--- src/rtl/aes_round_ctrl.sv ---
// aes_round_ctrl: sequencing controller for the word-serial AES round datapath.
// Accepts one 128-bit block, walks the datapath through the initial AddRoundKey
// and nr full rounds (four 32-bit words per round), then offers the ciphertext.
// Optional build macro: AES_ROUND_CTRL_PERF_EN adds blk_count / replay_count.
module aes_round_ctrl (
  input  logic         clk,
  input  logic         rst_n,
  input  logic         in_valid,
  output logic         in_ready,
  input  logic [127:0] in_data,
  input  logic [1:0]   in_mode,
  output logic         out_valid,
  input  logic         out_ready,
  output logic [127:0] out_data,
  output logic [3:0]   key_round,
  input  logic         key_valid,
  output logic [3:0]   dp_round,
  output logic [1:0]   dp_mode,
  output logic [1:0]   dp_width_sel,
  output logic [127:0] dp_data_in,
  input  logic [127:0] dp_data_out,
  output logic         busy
`ifdef AES_ROUND_CTRL_PERF_EN
  ,
  output logic [31:0]  blk_count,
  output logic [15:0]  replay_count
`endif
);

  typedef enum logic [1:0] {IDLE, ROUND0, RUN, DONE} state_e;

  state_e       state_q, state_d;
  logic [127:0] st_q, st_d;
  logic [3:0]   rnd_q, rnd_d;
  logic [3:0]   nr_q, nr_d;
  logic [1:0]   wd_q, wd_d;
  logic [1:0]   md_q, md_d;

  // Next-state decode; st only ever loads in_data or a finished datapath round
  always_comb begin
    state_d = state_q;
    st_d    = st_q;
    rnd_d   = rnd_q;
    nr_d    = nr_q;
    wd_d    = wd_q;
    md_d    = md_q;
    case (state_q)
      IDLE: begin
        if (in_valid) begin
          st_d    = in_data;
          rnd_d   = 4'd0;
          wd_d    = 2'd0;
          state_d = ROUND0;
          // mode 11 is folded onto AES-256 so the datapath never sees it
          case (in_mode)
            2'b00:   begin md_d = 2'b00; nr_d = 4'd10; end
            2'b01:   begin md_d = 2'b01; nr_d = 4'd12; end
            default: begin md_d = 2'b10; nr_d = 4'd14; end
          endcase
        end
      end
      ROUND0: begin
        if (key_valid) begin
          st_d    = dp_data_out;
          rnd_d   = 4'd1;
          wd_d    = 2'd0;
          state_d = RUN;
        end
      end
      RUN: begin
        // word counter free-runs: the datapath accumulator cannot pause, so a
        // missing key at the last word replays the whole round instead
        wd_d = wd_q + 2'd1;
        if (wd_q == 2'd3 && key_valid) begin
          st_d = dp_data_out;
          if (rnd_q == nr_q) state_d = DONE;
          else               rnd_d   = rnd_q + 4'd1;
        end
      end
      DONE: begin
        if (out_ready) state_d = IDLE;
      end
      default: state_d = IDLE;
    endcase
  end

  // State and working registers
  always_ff @(posedge clk or negedge rst_n) begin
    if (!rst_n) begin
      state_q <= IDLE;
      st_q    <= '0;
      rnd_q   <= 4'd0;
      nr_q    <= 4'd10;
      wd_q    <= 2'd0;
      md_q    <= 2'b00;
    end else begin
      state_q <= state_d;
      st_q    <= st_d;
      rnd_q   <= rnd_d;
      nr_q    <= nr_d;
      wd_q    <= wd_d;
      md_q    <= md_d;
    end
  end

  // All outputs decode from registers only
  assign in_ready     = (state_q == IDLE);
  assign out_valid    = (state_q == DONE);
  assign busy         = (state_q != IDLE);
  assign out_data     = st_q;
  assign dp_data_in   = st_q;
  assign dp_mode      = md_q;
  assign dp_round     = (state_q == RUN) ? rnd_q : 4'd0;
  assign key_round    = (state_q == RUN) ? rnd_q : 4'd0;
  assign dp_width_sel = (state_q == RUN) ? wd_q  : 2'd0;

`ifdef AES_ROUND_CTRL_PERF_EN
  logic [31:0] blk_q;
  logic [15:0] rep_q;
  logic        miss;

  assign miss = !key_valid &&
                ((state_q == ROUND0) || (state_q == RUN && wd_q == 2'd3));

  // Completed-block counter (wraps) and key-miss counter (saturates)
  always_ff @(posedge clk or negedge rst_n) begin
    if (!rst_n) begin
      blk_q <= '0;
      rep_q <= '0;
    end else begin
      if (state_q == DONE && out_ready) blk_q <= blk_q + 32'd1;
      if (miss && rep_q != 16'hFFFF)    rep_q <= rep_q + 16'd1;
    end
  end

  assign blk_count    = blk_q;
  assign replay_count = rep_q;
`endif

endmodule
--- config.mk ---
export PLATFORM = sky130hd
export DESIGN_NAME = aes_round_ctrl
export DESIGN_NICKNAME = d
export VERILOG_FILES = /design/src/rtl/aes_round_ctrl.sv
export SDC_FILE = /design/constraint.sdc
export NUM_CORES = 1
export LEC_CHECK = 0
export CORE_AREA = 3 3 205 207
export DETAILED_ROUTE_END_ITERATION = 7
export DIE_AREA = 0 0 208 210
export PLACE_DENSITY_LB_ADDON = 0.15
export SETUP_SLACK_MARGIN = 0.4
export SKIP_CTS_REPAIR_TIMING = 1
export SYNTH_ARGS = -nofsm -noshare
export SYNTH_HDL_FRONTEND = slang
export SYNTH_SLANG_ARGS = --single-unit
--- constraint.sdc ---
create_clock -name clk -period 5.28 [get_ports clk]
set_input_delay 1.056 -clock clk [delete_from_list [all_inputs] [get_ports clk]]
set_output_delay 1.056 -clock clk [all_outputs]
set_load 0.03 [all_outputs]
### Word level (Yosys, flattened, before mapping)

Cells that the tools add are included.

| word-level totals | value |
|---|---|
| word-level logic and storage cells | 52 |
| bits in latches | 0 |
| RAM bits | 0 |
| memories | 0 |
| register bits | 142 |
| output and inout port bits | 271 |
| bits in read-only memories | 0 |

| cells by class | value |
|---|---|
| reduce and logical (&&, ||, !) cells | 10 |
| $mul | 0 |
| add/subtract/negate cells | 2 |
| equal/unequal tests | 12 |
| bitwise operators | 0 |
| shift-type cells | 0 |
| multiplexer cells | 22 |
| order comparisons | 0 |
| divide/modulo/power cells | 0 |

Operator list:

| operator | number |
|---|---|
| 2-to-1 mux 128 bit | 3 |
| case mux 128 bit (3 select lines) | 1 |
| 2-to-1 mux 4 bit | 5 |
| 2-to-1 mux 2 bit | 8 |
| case mux 4 bit (3 select lines) | 1 |
| != test 2 bit, second input constant | 5 |
| AND reduction 5 bit | 2 |
| case mux 2 bit (4 select lines) | 1 |
| equality test 2 bit, second input constant | 3 |
| case mux 2 bit (3 select lines) | 1 |
| case mux 3 bit (2 select lines) | 1 |
| adder 4 x 1 -> 4 bit, second input constant | 1 |
| equality test 2 x 1 -> 1 bit, second input constant | 2 |
| equality test 4 bit | 1 |
| zero test 2 bit | 2 |
| case mux 2 bit (2 select lines) | 1 |
| AND reduction 4 bit | 1 |
| AND reduction 3 bit | 1 |
| nonzero test 3 bit | 1 |
| adder 2 x 1 -> 2 bit, second input constant | 1 |
| != test 2 x 1 -> 1 bit, second input constant | 1 |
| AND reduction 2 bit | 1 |
| nonzero test 2 bit | 1 |
| logical AND 1 bit | 1 |

### Depth between registers and ports, before layout

Gate-level depths: netlist of run 1.

| depth | value |
|---|---|
| depth after elaboration | 4 |
| mapped depth | 9 |
| mapped depth without buffers | 6 |

### Least setup slack after synthesis of run 1

Ideal clock, no wire load.

| timing | value |
|---|---|
| kind | register -> output |
| from | register state_q[0] |
| to | output port key_round[1] |
| required time | 4.224 ns |
| path buffers | 2 |
| arrival | 1.519 ns |
| path slack | 2.705 ns |
| cell stages (with the launch flop) | 6 |
| cells stage by stage | dfrtp_1 > inv_1 > ha_1 > clkbuf_1 > and2_1 > buf_4 |

| between the ends | value |
|---|---|
| word-level cells in the longest chain between the ends | 2 |

RTL lines:

| item | line | text |
|---|---|---|
| from (decl) | 32 | `state_e state_q, state_d;` |
| from (signal assigned) | 97 | `state_q <= state_d;` |
| equality test 2 bit | - |  |
| 2-to-1 mux 4 bit | - |  |
| to (decl) | 15 | `output logic [3:0] key_round,` |

Every way passes these cells.

### Worst setup path in the final report of run 1

| timing | value |
|---|---|
| from | register state_q[0] |
| to | output port dp_round[2] |

| between the ends | value |
|---|---|
| word-level cells in the longest chain between the ends | 2 |

RTL lines:

| item | line | text |
|---|---|---|
| equality test 2 bit | 113 | `assign dp_round = (state_q == RUN) ? rnd_q : 4'd0;` |
| 2-to-1 mux 4 bit | 113 |  |
| to (decl) | 17 | `output logic [3:0] dp_round,` |

Every way passes these cells.

==> results of run 1 <==
## power groups by stage
stage	clock, mW	sequential, mW	combinational [mW]
3_3_place_gp	0	2.20	7.15
6_report	1.12	2.16	7.08
5_1_grt	1.22	2.26	7.57
2_1_floorplan	0	2.98	4.29
3_5_place_dp	0	2.20	7.21
4_1_cts	1.18	2.20	7.20
## registers in the layout, summed over array words and instances (netlist names)
name	flops
state_q	2
dp_data_in	128
dp_mode	2
rnd_q	4
wd_q	2
nr_q	2
## routing by layer
layer  vias to the layer above  wire length, um
met5                         -               13
met4                         2              235
met3                        12             1900
met2                       271            15200
met1                      2995            12200
li1                       3200                -
## placed cells by master, fill, tap and decap left out, types with 2 or more instances in the layout
| master | count |
|---|---|
| sky130_fd_sc_hd__nor2b_1 | 2 |
| sky130_fd_sc_hd__o21ai_1 | 90 |
| sky130_fd_sc_hd__mux2_2 | 3 |
| sky130_fd_sc_hd__buf_4 | 4 |
| sky130_fd_sc_hd__clkinv_2 | 3 |
| sky130_fd_sc_hd__a21oi_1 | 5 |
| sky130_fd_sc_hd__clkdlybuf4s50_1 | 532 |
| sky130_fd_sc_hd__o21ai_0 | 29 |
| sky130_fd_sc_hd__clkbuf_8 | 4 |
| sky130_fd_sc_hd__xnor2_1 | 2 |
| sky130_fd_sc_hd__mux2_1 | 2 |
| sky130_fd_sc_hd__dfrtp_1 | 139 |
| sky130_fd_sc_hd__inv_1 | 7 |
| sky130_fd_sc_hd__clkbuf_16 | 17 |
| sky130_fd_sc_hd__buf_12 | 2 |
| sky130_fd_sc_hd__o21ai_2 | 10 |
| sky130_fd_sc_hd__nand2_1 | 133 |
| sky130_fd_sc_hd__clkinvlp_4 | 2 |
| sky130_fd_sc_hd__xor2_1 | 2 |
| sky130_fd_sc_hd__nand2b_1 | 3 |
| sky130_fd_sc_hd__nor2_1 | 4 |
| sky130_fd_sc_hd__mux2i_1 | 129 |
| sky130_fd_sc_hd__and2_1 | 6 |
| sky130_fd_sc_hd__clkbuf_1 | 3 |
| sky130_fd_sc_hd__ha_1 | 6 |
## worst max-delay path: stages, from the launching register on
cell and delay [ps]:
sky130_fd_sc_hd__dfrtp_1 420, sky130_fd_sc_hd__inv_1 160, sky130_fd_sc_hd__ha_1 510, sky130_fd_sc_hd__and2_1 320
sky130_fd_sc_hd__clkdlybuf4s50_1 750
## logic make-up after synthesis
family          count (synthesis)  share of synthesized area (%)
buf+inv                       183                           16.9
mux                           134                           17.5
simple gates                  154                           8.08
xor+xnor                        4                          0.455
compound gates                142                           10.4
flops                         140                           45.5
fa+ha+maj                       7                           1.14
## final timing paths
check | start | end | cells past startpoint
setup / recovery | state_q[0] | dp_round[2] | 4
hold / removal | dp_mode[0] | dp_mode[0] | 1
setup reg to reg | state_q[0] | dp_data_in[23] | 7
hold reg to reg | dp_mode[0] | dp_mode[0] | 1
max in group asynchronous | rst_n | dp_data_in[108] | 2
min in group asynchronous | rst_n | dp_data_in[42] | 1
## cells in the mapped netlist (2+ instances only)
| cell type | number |
|---|---|
| sky130_fd_sc_hd__buf_4 | 133 |
| sky130_fd_sc_hd__nand2b_1 | 3 |
| sky130_fd_sc_hd__o21ai_1 | 90 |
| sky130_fd_sc_hd__clkbuf_1 | 11 |
| sky130_fd_sc_hd__nor2b_1 | 2 |
| sky130_fd_sc_hd__buf_2 | 20 |
| sky130_fd_sc_hd__mux2i_1 | 129 |
| sky130_fd_sc_hd__mux2_1 | 2 |
| sky130_fd_sc_hd__o21ai_0 | 29 |
| sky130_fd_sc_hd__buf_6 | 10 |
| sky130_fd_sc_hd__xnor2_1 | 2 |
| sky130_fd_sc_hd__and2_1 | 6 |
| sky130_fd_sc_hd__o21ai_2 | 10 |
| sky130_fd_sc_hd__nand2_1 | 133 |
| sky130_fd_sc_hd__inv_1 | 7 |
| sky130_fd_sc_hd__a21oi_1 | 5 |
| sky130_fd_sc_hd__dfrtp_1 | 139 |
| sky130_fd_sc_hd__nor2_1 | 4 |
| sky130_fd_sc_hd__mux2_2 | 3 |
| sky130_fd_sc_hd__ha_1 | 7 |
| sky130_fd_sc_hd__xor2_1 | 2 |
## area by class of cell
class,count,area (um^2)
Multi-Input combinational cell,441,2900
Timing Repair Buffer,539,5410
Clock buffer,24,492
Tap cell,532,666
Inverter,7,26.3
Sequential cell,140,3500
Fill cell,4273,27500
Clock inverter,6,38.8
==> out/qor.yml, run 1 <==
clock_tree:
  clock-root-buffer: "sky130_fd_sc_hd__clkbuf_16"
  cts_htree_levels: 4
  cts_tree: "done"
  cts.reportedPaths.clkPinSlew_ps: 60
  clock_sinks: 140
  cts_inserted_buffers: 17
  clock_path_buffers: 2
  clkLatencyLatePin_ps: 420
global_routing:
  globalRouteTotalUtil_pct: 13.3
  vias_in_the_first_global_route: 6901
  grt_util_met3_pct: 4.11
  grt_start_max_net_pins: 157
  global_route.usage.met1_pct: 15.9
  overflow: 0
  global_route_wire_length_before_repair_um: 44300
  global_route.usage.met2_pct: 23.6
  gr-max-usage-layer: "met2"
  grt_antenna_before_repair: 1
synthesis:
  post-synth-top-area-fraction_pct: 45.2
  mappedNetlistArea_um2: 7700
  synth_nets: 1034
  synth_top_cell_by_area: "sky130_fd_sc_hd__dfrtp_1"
  number_of_enable_type_register_cells_in_the_synthesized_netlist: 0
  synthFlopType: "sky130_fd_sc_hd__dfrtp_1"
  yosysUniqueCellTypes: 38
  yosys_warnings: 0
  synth_top_cells_by_area: "sky130_fd_sc_hd__dfrtp_1, sky130_fd_sc_hd__mux2i_1, sky130_fd_sc_hd__buf_4, sky130_fd_sc_hd__nand2_1, sky130_fd_sc_hd__o21ai_1"
  synth.avg_cell_area_um2: 10.1
  postSynth.asyncResetShare_pct: 100
  netlist_instances: 764
  yosys_register_bits: 140
  register_area_share_after_synthesis_pct: 45.5
run:
  max_cap_violations: 0
critical_path:
  maximum_fanout_count_along_the_critical_path: 15
  end_kind: "output port"
  rrSetupSlack_ps: 2270
  crit_path_start_kind: "flop"
  worstPathArrival_ps: 2590
  kind_of_critical_path: "flop to output port"
  worstPathRequired_ps: 4220
status:
  outcome: "completed"
floorplanning:
  die_area_um2: 43700
  fp-row-count: 74
  floorplan.initialDensity_pct: 19.0
  core_region_area_um2: 40600
  ioPinCount: 534
  die_width_um: 208
  dieHeight_um: 210
sta:
  timing.max_slew.rel_slack_pct: 37.0
  timing.final.crit_period_ps: 3650
  timing.final.hold_violations: 0
  fin_setup_tns_ps: 0
  final.period_utilization_pct: 69.1
  rsz_0062_raised_after_global_routing: "false"
  max_freq_mhz: 274
  final_critical_path_setup_slack_ps: 1630
  post_route_skew_ps: 5.86
  timing.hold.ws_ps: 483
  timing_max_transition_violations_final: 0
  finalSetupViolCount: 0
  transition_time_of_the_tightest_slew_check_pin_ps: 945
final_layout:
  drive_gt1_share_pct: 4.58
  layout_cells_excl_fill: 1689
  final_util_pct: 32.1
  nets: 1416
  layout.cell_area.non_filler_um2: 13000
  insertedDiodeCount: 0
  syn2layout_area_growth_pct: 69.3
placement:
  gp_congestion: 0.729
  placedCellCount: 1659
  place.port_buffers: 533
  postPlaceCellArea_um2: 12500
  dp_slack_ps: 1810
  dp_hpwl_um: 23100
power:
  power.density_cell_area_nw_per_um2: 796
  power.switching_fraction_pct: 49.8
  power.total_mw: 10.4
  power_frac_clock_pct: 10.8
  vdd.ir_drop.worst_v: 0.000346
  switchingPower_mw: 5.16
  cell_internal_pwr_mw: 5.21
  power.leakage_nw: 5.51
  fraction_of_power_consumed_by_combinational_cells_pct: 68.3
  power.share.sequential_pct: 20.9
route:
  drt-initial-drc-count: 161
  wire_per_inst_um: 17.5
  dr_total_vias: 6480
  routed_wl_um: 29600
  detail_route.drc_violations: 0
  avgViaCountPerCell: 3.84
  drt_pass1_iterations: 4
  postRouteAntennaNets: 0
min_path:
  hp-class: "flop to flop"
Note: power is estimated with default switching activity, not from simulation.
==> run 2: changes to the inputs <==
--- a/config.mk
+++ b/config.mk
@@ -5,9 +5,9 @@
 export SDC_FILE = /design/constraint.sdc
 export NUM_CORES = 1
 export LEC_CHECK = 0
-export CORE_AREA = 3 3 205 207
+export CORE_AREA = 3 3 207 209
 export DETAILED_ROUTE_END_ITERATION = 7
-export DIE_AREA = 0 0 208 210
+export DIE_AREA = 0 0 210 212
 export PLACE_DENSITY_LB_ADDON = 0.15
 export SETUP_SLACK_MARGIN = 0.4
 export SKIP_CTS_REPAIR_TIMING = 1
==> constraint.sdc (replaced) <==
create_clock -name clk -period 3.4 [get_ports clk]
set_input_delay 0.68 -clock clk [delete_from_list [all_inputs] [get_ports clk]]
set_output_delay 0.68 -clock clk [all_outputs]
set_load 0.03 [all_outputs]
==> run 2 against run 1 <==
Worst hold slack worse by 300 ps. Flip-flop and latch count unchanged. First-iteration DRC count up 24%. Non-clock buffer count increased by 6. Critical path type unchanged. Clock power rose by 71%. Design area is 1.4% higher. Largest cell class unchanged. Highest routed layer unchanged. Register-to-register slack worse by 1100 ps. Combinational power rose by 58%. Routed wire length down 1.4%. Via count increased by 0.25%.
==> out/qor.yml, run 2 (synthesis results as in run 1) <==
final_layout:
  syn2layout_area_growth_pct: 71.7
  layout.cell_area.non_filler_um2: 13200  # +1.4%
  layout_common_cells: "sky130_fd_sc_hd__clkdlybuf4s50_1, sky130_fd_sc_hd__dfrtp_1, sky130_fd_sc_hd__nand2_1"
  final_common_cell: "sky130_fd_sc_hd__clkdlybuf4s50_1"
  final_util_pct: 32.2  # +0.073 points
  largest_register_ff_count: 128  # unchanged
  drive_gt1_share_pct: 5.50  # +0.92 points
  layout_cells_excl_fill: 1696  # +0.41%
  insertedDiodeCount: 0  # unchanged
  nets: 1422  # +0.42%
floorplanning:
  die_width_um: 210  # +0.96%
  core_region_area_um2: 41000  # +1.1%
  ioPinCount: 534  # unchanged
  floorplan.initialDensity_pct: 18.8  # -0.21 points
  fp-row-count: 74  # unchanged
  dieHeight_um: 212  # +0.95%
  die_area_um2: 44500  # +1.9%
critical_path:
  cpLargestDelayFamily: "buffers and inverters"
  crit_path_top_delay_cell: "sky130_fd_sc_hd__clkdlybuf4s50_1"
  kind_of_critical_path: "flop to output port"
  crit_path_start_kind: "flop"
  biggest_cell_delay_along_the_critical_path_ps: 720  # -30 ps
  worstPathArrival_ps: 2210  # -380 ps
  crit_path_buf_inv_count: 2  # unchanged
  worstPathRequired_ps: 2720  # -1500 ps
  maximum_fanout_count_along_the_critical_path: 15  # unchanged
  end_kind: "output port"
  sequence_of_cells_on_the_critical_path: "inv_1 > ha_4 > and2_1 > clkdlybuf4s50_1"
power:
  power.leakage_nw: 5.65  # +2.5%
  power_frac_clock_pct: 11.6  # +0.8 points
  power.share.sequential_pct: 20.3  # -0.6 points
  power.switching_fraction_pct: 49.0  # -0.78 points
  fraction_of_power_consumed_by_combinational_cells_pct: 68.1  # -0.2 points
  switchingPower_mw: 8.06  # +56%
  vdd.ir_drop.worst_v: 0.000621  # +80%
  cell_internal_pwr_mw: 8.40  # +61%
  power.density_cell_area_nw_per_um2: 1250  # +57%
sta:
  post_route_skew_ps: 13.1  # +7.21 ps
  rsz_0062_raised_after_global_routing: "false"
  transition_time_of_the_tightest_slew_check_pin_ps: 674  # -270 ps
  timing.final.hold_violations: 0  # unchanged
  fin_setup_tns_ps: 0  # unchanged
  max_freq_mhz: 346
  timing.final.crit_period_ps: 2890
  finalSetupViolCount: 0  # unchanged
  timing.max_slew.rel_slack_pct: 55.0  # +18 points
  final_critical_path_setup_slack_ps: 508  # -1120 ps
  timing_max_transition_violations_final: 0  # unchanged
  final.period_utilization_pct: 85.1
status:
  outcome: "completed"
clock_tree:
  clock_sinks: 140  # unchanged
  cts_tree: "done"
  cts_htree_levels: 4  # unchanged
  cts.reportedPaths.clkPinSlew_ps: 70  # about the same
  cts_inserted_buffers: 17  # unchanged
  clkLatencyLatePin_ps: 430  # about the same
  clock-root-buffer: "sky130_fd_sc_hd__clkbuf_16"
  clock_path_buffers: 2  # unchanged
global_routing:
  grt_antenna_before_repair: 1  # unchanged
  vias_in_the_first_global_route: 6704  # -2.9%
  overflow: 0  # unchanged
  globalRouteTotalUtil_pct: 12.7  # -0.57 points
  global_route_wire_length_before_repair_um: 42500  # -4.0%
  grt_start_max_net_pins: 121  # -23%
route:
  avgViaCountPerCell: 3.83  # -0.17%
  detail_route.drc_violations: 0  # unchanged
  drt_pass1_iterations: 4  # unchanged
  routed_wl_um: 29200  # -1.4%
  drt-initial-drc-count: 199  # +24%
  postRouteAntennaNets: 0  # unchanged
  wire_per_inst_um: 17.2  # -1.8%
  dr_total_vias: 6496  # +0.25%
placement:
  place.port_buffers: 533  # unchanged
  placedCellCount: 1665  # +0.36%
  gp_congestion: 0.729  # about the same
  dp_hpwl_um: 22900  # -0.88%
  dp_slack_ps: 515  # -1300 ps
  postPlaceCellArea_um2: 12600  # +0.76%
min_path:
  hp-class: "input pin to async pin"
run:
  max_cap_violations: 0  # unchanged
## run 2: changes by cell type in the layout (fill, tap and decap cells not counted), sizes merged
cell | before | now
buf | 7 | 13
bufinv | 0 | 2
clkbuf | 24 | 21
clkdlybuf4s50 | 532 | 529
clkinv | 4 | 6
clkinvlp | 2 | 1
dlymetal6s2s | 0 | 3
inv | 7 | 8
## run 2: metal layers
layer	vias to the layer above	global-route usage, %	routed length, um
met5	-	0	12
met4	2	4.05	420
met3	18	3.28	1720
met2	248	23.0	15300
met1	3007	14.7	11700
li1	3221	-	-
## run 2: per-stage QoR
stage	total power, mW	hold slack [ps]
floorplan	11.3	384
global placement	14.7	468
detailed placement	14.8	467
CTS	16.8	175
global route	17.5	198
finish	16.5	188
## run 2: worst reg2reg max path: stages, from the launching register on
cell and delay, ps:
sky130_fd_sc_hd__dfrtp_1 410, sky130_fd_sc_hd__inv_1 140, sky130_fd_sc_hd__ha_4 730, sky130_fd_sc_hd__buf_4 380, sky130_fd_sc_hd__mux2i_1 320, sky130_fd_sc_hd__o21ai_1 90
## run 2: final timing paths
| kind | cells after the start | end | slack (ps) | startpoint |
|---|---|---|---|---|
| setup / recovery | 4 | dp_width_sel[1] | 510 | state_q[0] |
| hold / removal | 1 | dp_data_in[87] | 190 | rst_n |
| setup reg to reg | 5 | dp_data_in[99] | 1190 | state_q[0] |
| hold reg to reg | 1 | dp_mode[0] | 480 | dp_mode[0] |
| max in group asynchronous | 2 | dp_data_in[120] | 2390 | rst_n |
| min in group clk | 1 | dp_mode[0] | 480 | dp_mode[0] |
## run 2: cell type report
type | instances | area (um^2)
clock buffer | 21 | 480
tap | 532 | 666
fill | 4237 | 27800
timing repair buffer | 545 | 5510
inverter | 7 | 26.3
sequential | 140 | 3500
clock inverter | 10 | 114
multi-input combinational | 441 | 2910
## run 2: power groups by stage
stage          combinational (mW)  clock (mW)  sequential, mW
6_report                     11.2        1.91            3.35
5_1_grt                      12.0        2.06            3.50
4_1_cts                      11.4        2.00            3.39
3_5_place_dp                 11.4           0            3.40
3_3_place_gp                 11.3           0            3.40
2_1_floorplan                6.66           0            4.64
==> run 3: changes to the inputs <==
--- a/config.mk
+++ b/config.mk
@@ -8,7 +8,7 @@
 export CORE_AREA = 3 3 207 209
 export DETAILED_ROUTE_END_ITERATION = 7
 export DIE_AREA = 0 0 210 212
-export PLACE_DENSITY_LB_ADDON = 0.15
+export PLACE_DENSITY = 0.61
 export SETUP_SLACK_MARGIN = 0.4
 export SKIP_CTS_REPAIR_TIMING = 1
 export SYNTH_ARGS = -nofsm -noshare
==> constraint.sdc (replaced) <==
create_clock -name clk -period 2.34 [get_ports clk]
set_input_delay 0.468 -clock clk [delete_from_list [all_inputs] [get_ports clk]]
set_output_delay 0.468 -clock clk [all_outputs]
set_load 0.03 [all_outputs]
==> run 3 against run 2 <==
Total power up 68%. Global-route usage down 0.66 points. Via count up 9.7%. Flip-flop and latch count unchanged. Register-to-register slack worse by 880 ps. Setup slack worse by 230 ps. Clock power up 38%. Non-clock buffer count up 60. First-iteration DRC count up 29%. Die area unchanged. Worst hold slack worse by 170 ps.
==> out/qor.yml, run 3 (synthesis results as in run 1) <==
final_layout:
  layout_cells_excl_fill: 1757  # +3.6%
  filler_cell_count: 4054  # -4.3%
  insertedDiodeCount: 0  # unchanged
  layout_common_cells: "sky130_fd_sc_hd__clkdlybuf4s50_1, sky130_fd_sc_hd__dlymetal6s2s_1, sky130_fd_sc_hd__dfrtp_1"
  syn2layout_area_growth_pct: 95.9
  drive_gt1_share_pct: 16.5  # +11 points
  final_util_pct: 36.8  # +4.5 points
  final_common_cell: "sky130_fd_sc_hd__clkdlybuf4s50_1"
  multiInputGateArea_um2: 3200  # +9.7%
  sequential_cell_area_um2: 3510  # about the same
  largest_register_ff_count: 128  # unchanged
  nets: 1482  # +4.2%
  layout.cell_area.non_filler_um2: 15100  # +14%
critical_path:
  worstSetupPathDepth: 1  # -3
  worstReg2RegEnd: "dp_data_in[0]"
  kind_of_critical_path: "flop to output port"
  maximum_fanout_count_along_the_critical_path: 3  # -12
  crit_path_start_kind: "flop"
  timing.critical_path.from: "dp_data_in[6]"
  crit_path_top_delay_cell: "sky130_fd_sc_hd__clkdlybuf4s50_1"
  rrSetupSlack_ps: 310  # -880 ps
  worst_r2r_path_depth: 10  # +5
  worstReg2RegStart: "state_q[0]"
  biggest_cell_delay_along_the_critical_path_ps: 730  # about the same
  cpLargestDelayFamily: "buffers and inverters"
  end_kind: "output port"
  sequence_of_cells_on_the_critical_path: "clkdlybuf4s50_1"
  worstPathArrival_ps: 1590  # -620 ps
  crit_path_buf_inv_count: 1  # -1
  worstPathRequired_ps: 1870  # -850 ps
power:
  fraction_of_power_consumed_by_combinational_cells_pct: 72.7  # +4.6 points
  power.share.sequential_pct: 17.8  # -2.5 points
  power.total_mw: 27.6  # +68%
  power.switching_fraction_pct: 48.0  # -0.98 points
  power_frac_clock_pct: 9.6  # -2.0 points
  power.leakage_nw: 8.86  # +57%
  switchingPower_mw: 13.2  # +64%
  cell_internal_pwr_mw: 14.4  # +71%
  power.density_cell_area_nw_per_um2: 1830  # +47%
  vdd.ir_drop.worst_v: 0.000819  # +32%
sta:
  timing_max_transition_violations_final: 0  # unchanged
  final_critical_path_setup_slack_ps: 279  # -229 ps
  timing.final.hold_violations: 0  # unchanged
  timing.hold.ws_ps: 12.7  # -175 ps
  max_freq_mhz: 485
  rsz_0062_raised_after_global_routing: "true"
  transition_time_of_the_tightest_slew_check_pin_ps: 558  # -116 ps
  timing.final.crit_period_ps: 2060
  fin_setup_tns_ps: 0  # unchanged
  post_route_skew_ps: 8.43  # -4.64 ps
  timing.max_slew.rel_slack_pct: 62.8  # +7.7 points
  finalSetupViolCount: 0  # unchanged
  final.period_utilization_pct: 88.1
route:
  routed_wl_um: 32800  # +12%
  avgViaCountPerCell: 4.06  # +5.9%
  wire_per_inst_um: 18.6  # +8.4%
  postRouteAntennaNets: 0  # unchanged
  drt_pass1_iterations: 4  # unchanged
  detail_route.drc_violations: 0  # unchanged
  drt-initial-drc-count: 256  # +29%
  dr_total_vias: 7126  # +9.7%
clock_tree:
  clock_sinks: 140  # unchanged
  cts.reportedPaths.clkPinSlew_ps: 70  # about the same
  cts_htree_levels: 4  # unchanged
  clock_path_buffers: 2  # unchanged
  clock-root-buffer: "sky130_fd_sc_hd__clkbuf_16"
  clkLatencyLatePin_ps: 440  # about the same
  cts_inserted_buffers: 17  # unchanged
  cts_tree: "done"
run:
  max_cap_violations: 0  # unchanged
placement:
  postPlaceCellArea_um2: 12900  # +2.3%
  dp_hpwl_um: 22500  # -1.8%
  placedCellCount: 1679  # +0.84%
  gp_congestion: 0.762  # +4.5%
  dp_slack_ps: 181  # -334 ps
  place.port_buffers: 533  # unchanged
floorplanning:
  core_region_area_um2: 41000  # unchanged
  dieHeight_um: 212  # unchanged
  die_width_um: 210  # unchanged
  fp-row-count: 74  # unchanged
  floorplan.initialDensity_pct: 18.8  # unchanged
  die_area_um2: 44500  # unchanged
  ioPinCount: 534  # unchanged
global_routing:
  overflow: 0  # unchanged
  globalRouteTotalUtil_pct: 12.0  # -0.66 points
  grt_antenna_before_repair: 0  # -1
  vias_in_the_first_global_route: 7040  # +5.0%
  global_route_wire_length_before_repair_um: 41100  # -3.4%
  grt_start_max_net_pins: 81  # -33%
min_path:
  hp-class: "input pin to async pin"
status:
  outcome: "completed"
-- run 3: changes by cell type in the layout (fill, tap and decap cells not counted), moves of 11 or more --
cell	delta
sky130_fd_sc_hd__buf_6	+11
sky130_fd_sc_hd__nand2_2	+19
sky130_fd_sc_hd__clkdlybuf4s50_1	-237
sky130_fd_sc_hd__clkbuf_16	+15
sky130_fd_sc_hd__nand2_1	-36
sky130_fd_sc_hd__o21ai_2	+16
sky130_fd_sc_hd__nand2_4	+17
sky130_fd_sc_hd__buf_12	+18
sky130_fd_sc_hd__dlymetal6s2s_1	+224
sky130_fd_sc_hd__o21ai_1	-11
sky130_fd_sc_hd__buf_4	+18
-- run 3: how the worst max path moves through the flow --
stage	endpoint	slack (ps)
after detailed placement	dp_data_in[49]	180
after global routing	dp_data_in[0]	190
final	dp_data_in[6]	280
after CTS	dp_round[3]	-170
after floorplan	rnd_q[1]	400
after global placement	dp_data_in[35]	180
-- run 3: power by group through the flow --
stage                     Clock [mW]  Sequential [mW]  Combinational [mW]
after floorplan                    0             6.73                9.69
after global placement             0             4.89                16.8
after detailed placement           0             4.91                17.0
after CTS                       2.74             4.91                17.0
after global routing            2.85             5.09                21.2
final                           2.64             4.91                20.1
-- run 3: routing by layer --
layer  vias to the layer above  GRT usage (%)  part of all wire (%)
li1                       3347              -                     -
met1                      3415           13.8                    40
met2                       335           21.8                    52
met3                        29           3.63                   6.6
met4                         0           3.07                   1.5
met5                         -              0                     0
-- run 3: area by class of cell --
cell class | instances | area share (%)
Tap cell | 532 | 4.41
Clock buffer | 21 | 3.12
Clock inverter | 11 | 0.622
Sequential cell | 140 | 23.3
Timing Repair Buffer | 605 | 47.2
Inverter | 7 | 0.174
Multi-Input combinational cell | 441 | 21.2
-- run 3: worst register-to-register path, cell delays in order, from the launching register on --
cell and delay (ps):
sky130_fd_sc_hd__dfrtp_1 420, sky130_fd_sc_hd__inv_2 120, sky130_fd_sc_hd__ha_4 190, sky130_fd_sc_hd__buf_6 140, sky130_fd_sc_hd__nor2_4 50, sky130_fd_sc_hd__o2111ai_4 400, sky130_fd_sc_hd__buf_6 170, sky130_fd_sc_hd__buf_12 150
sky130_fd_sc_hd__clkbuf_16 180, sky130_fd_sc_hd__nand2_2 60, sky130_fd_sc_hd__o21ai_1 70
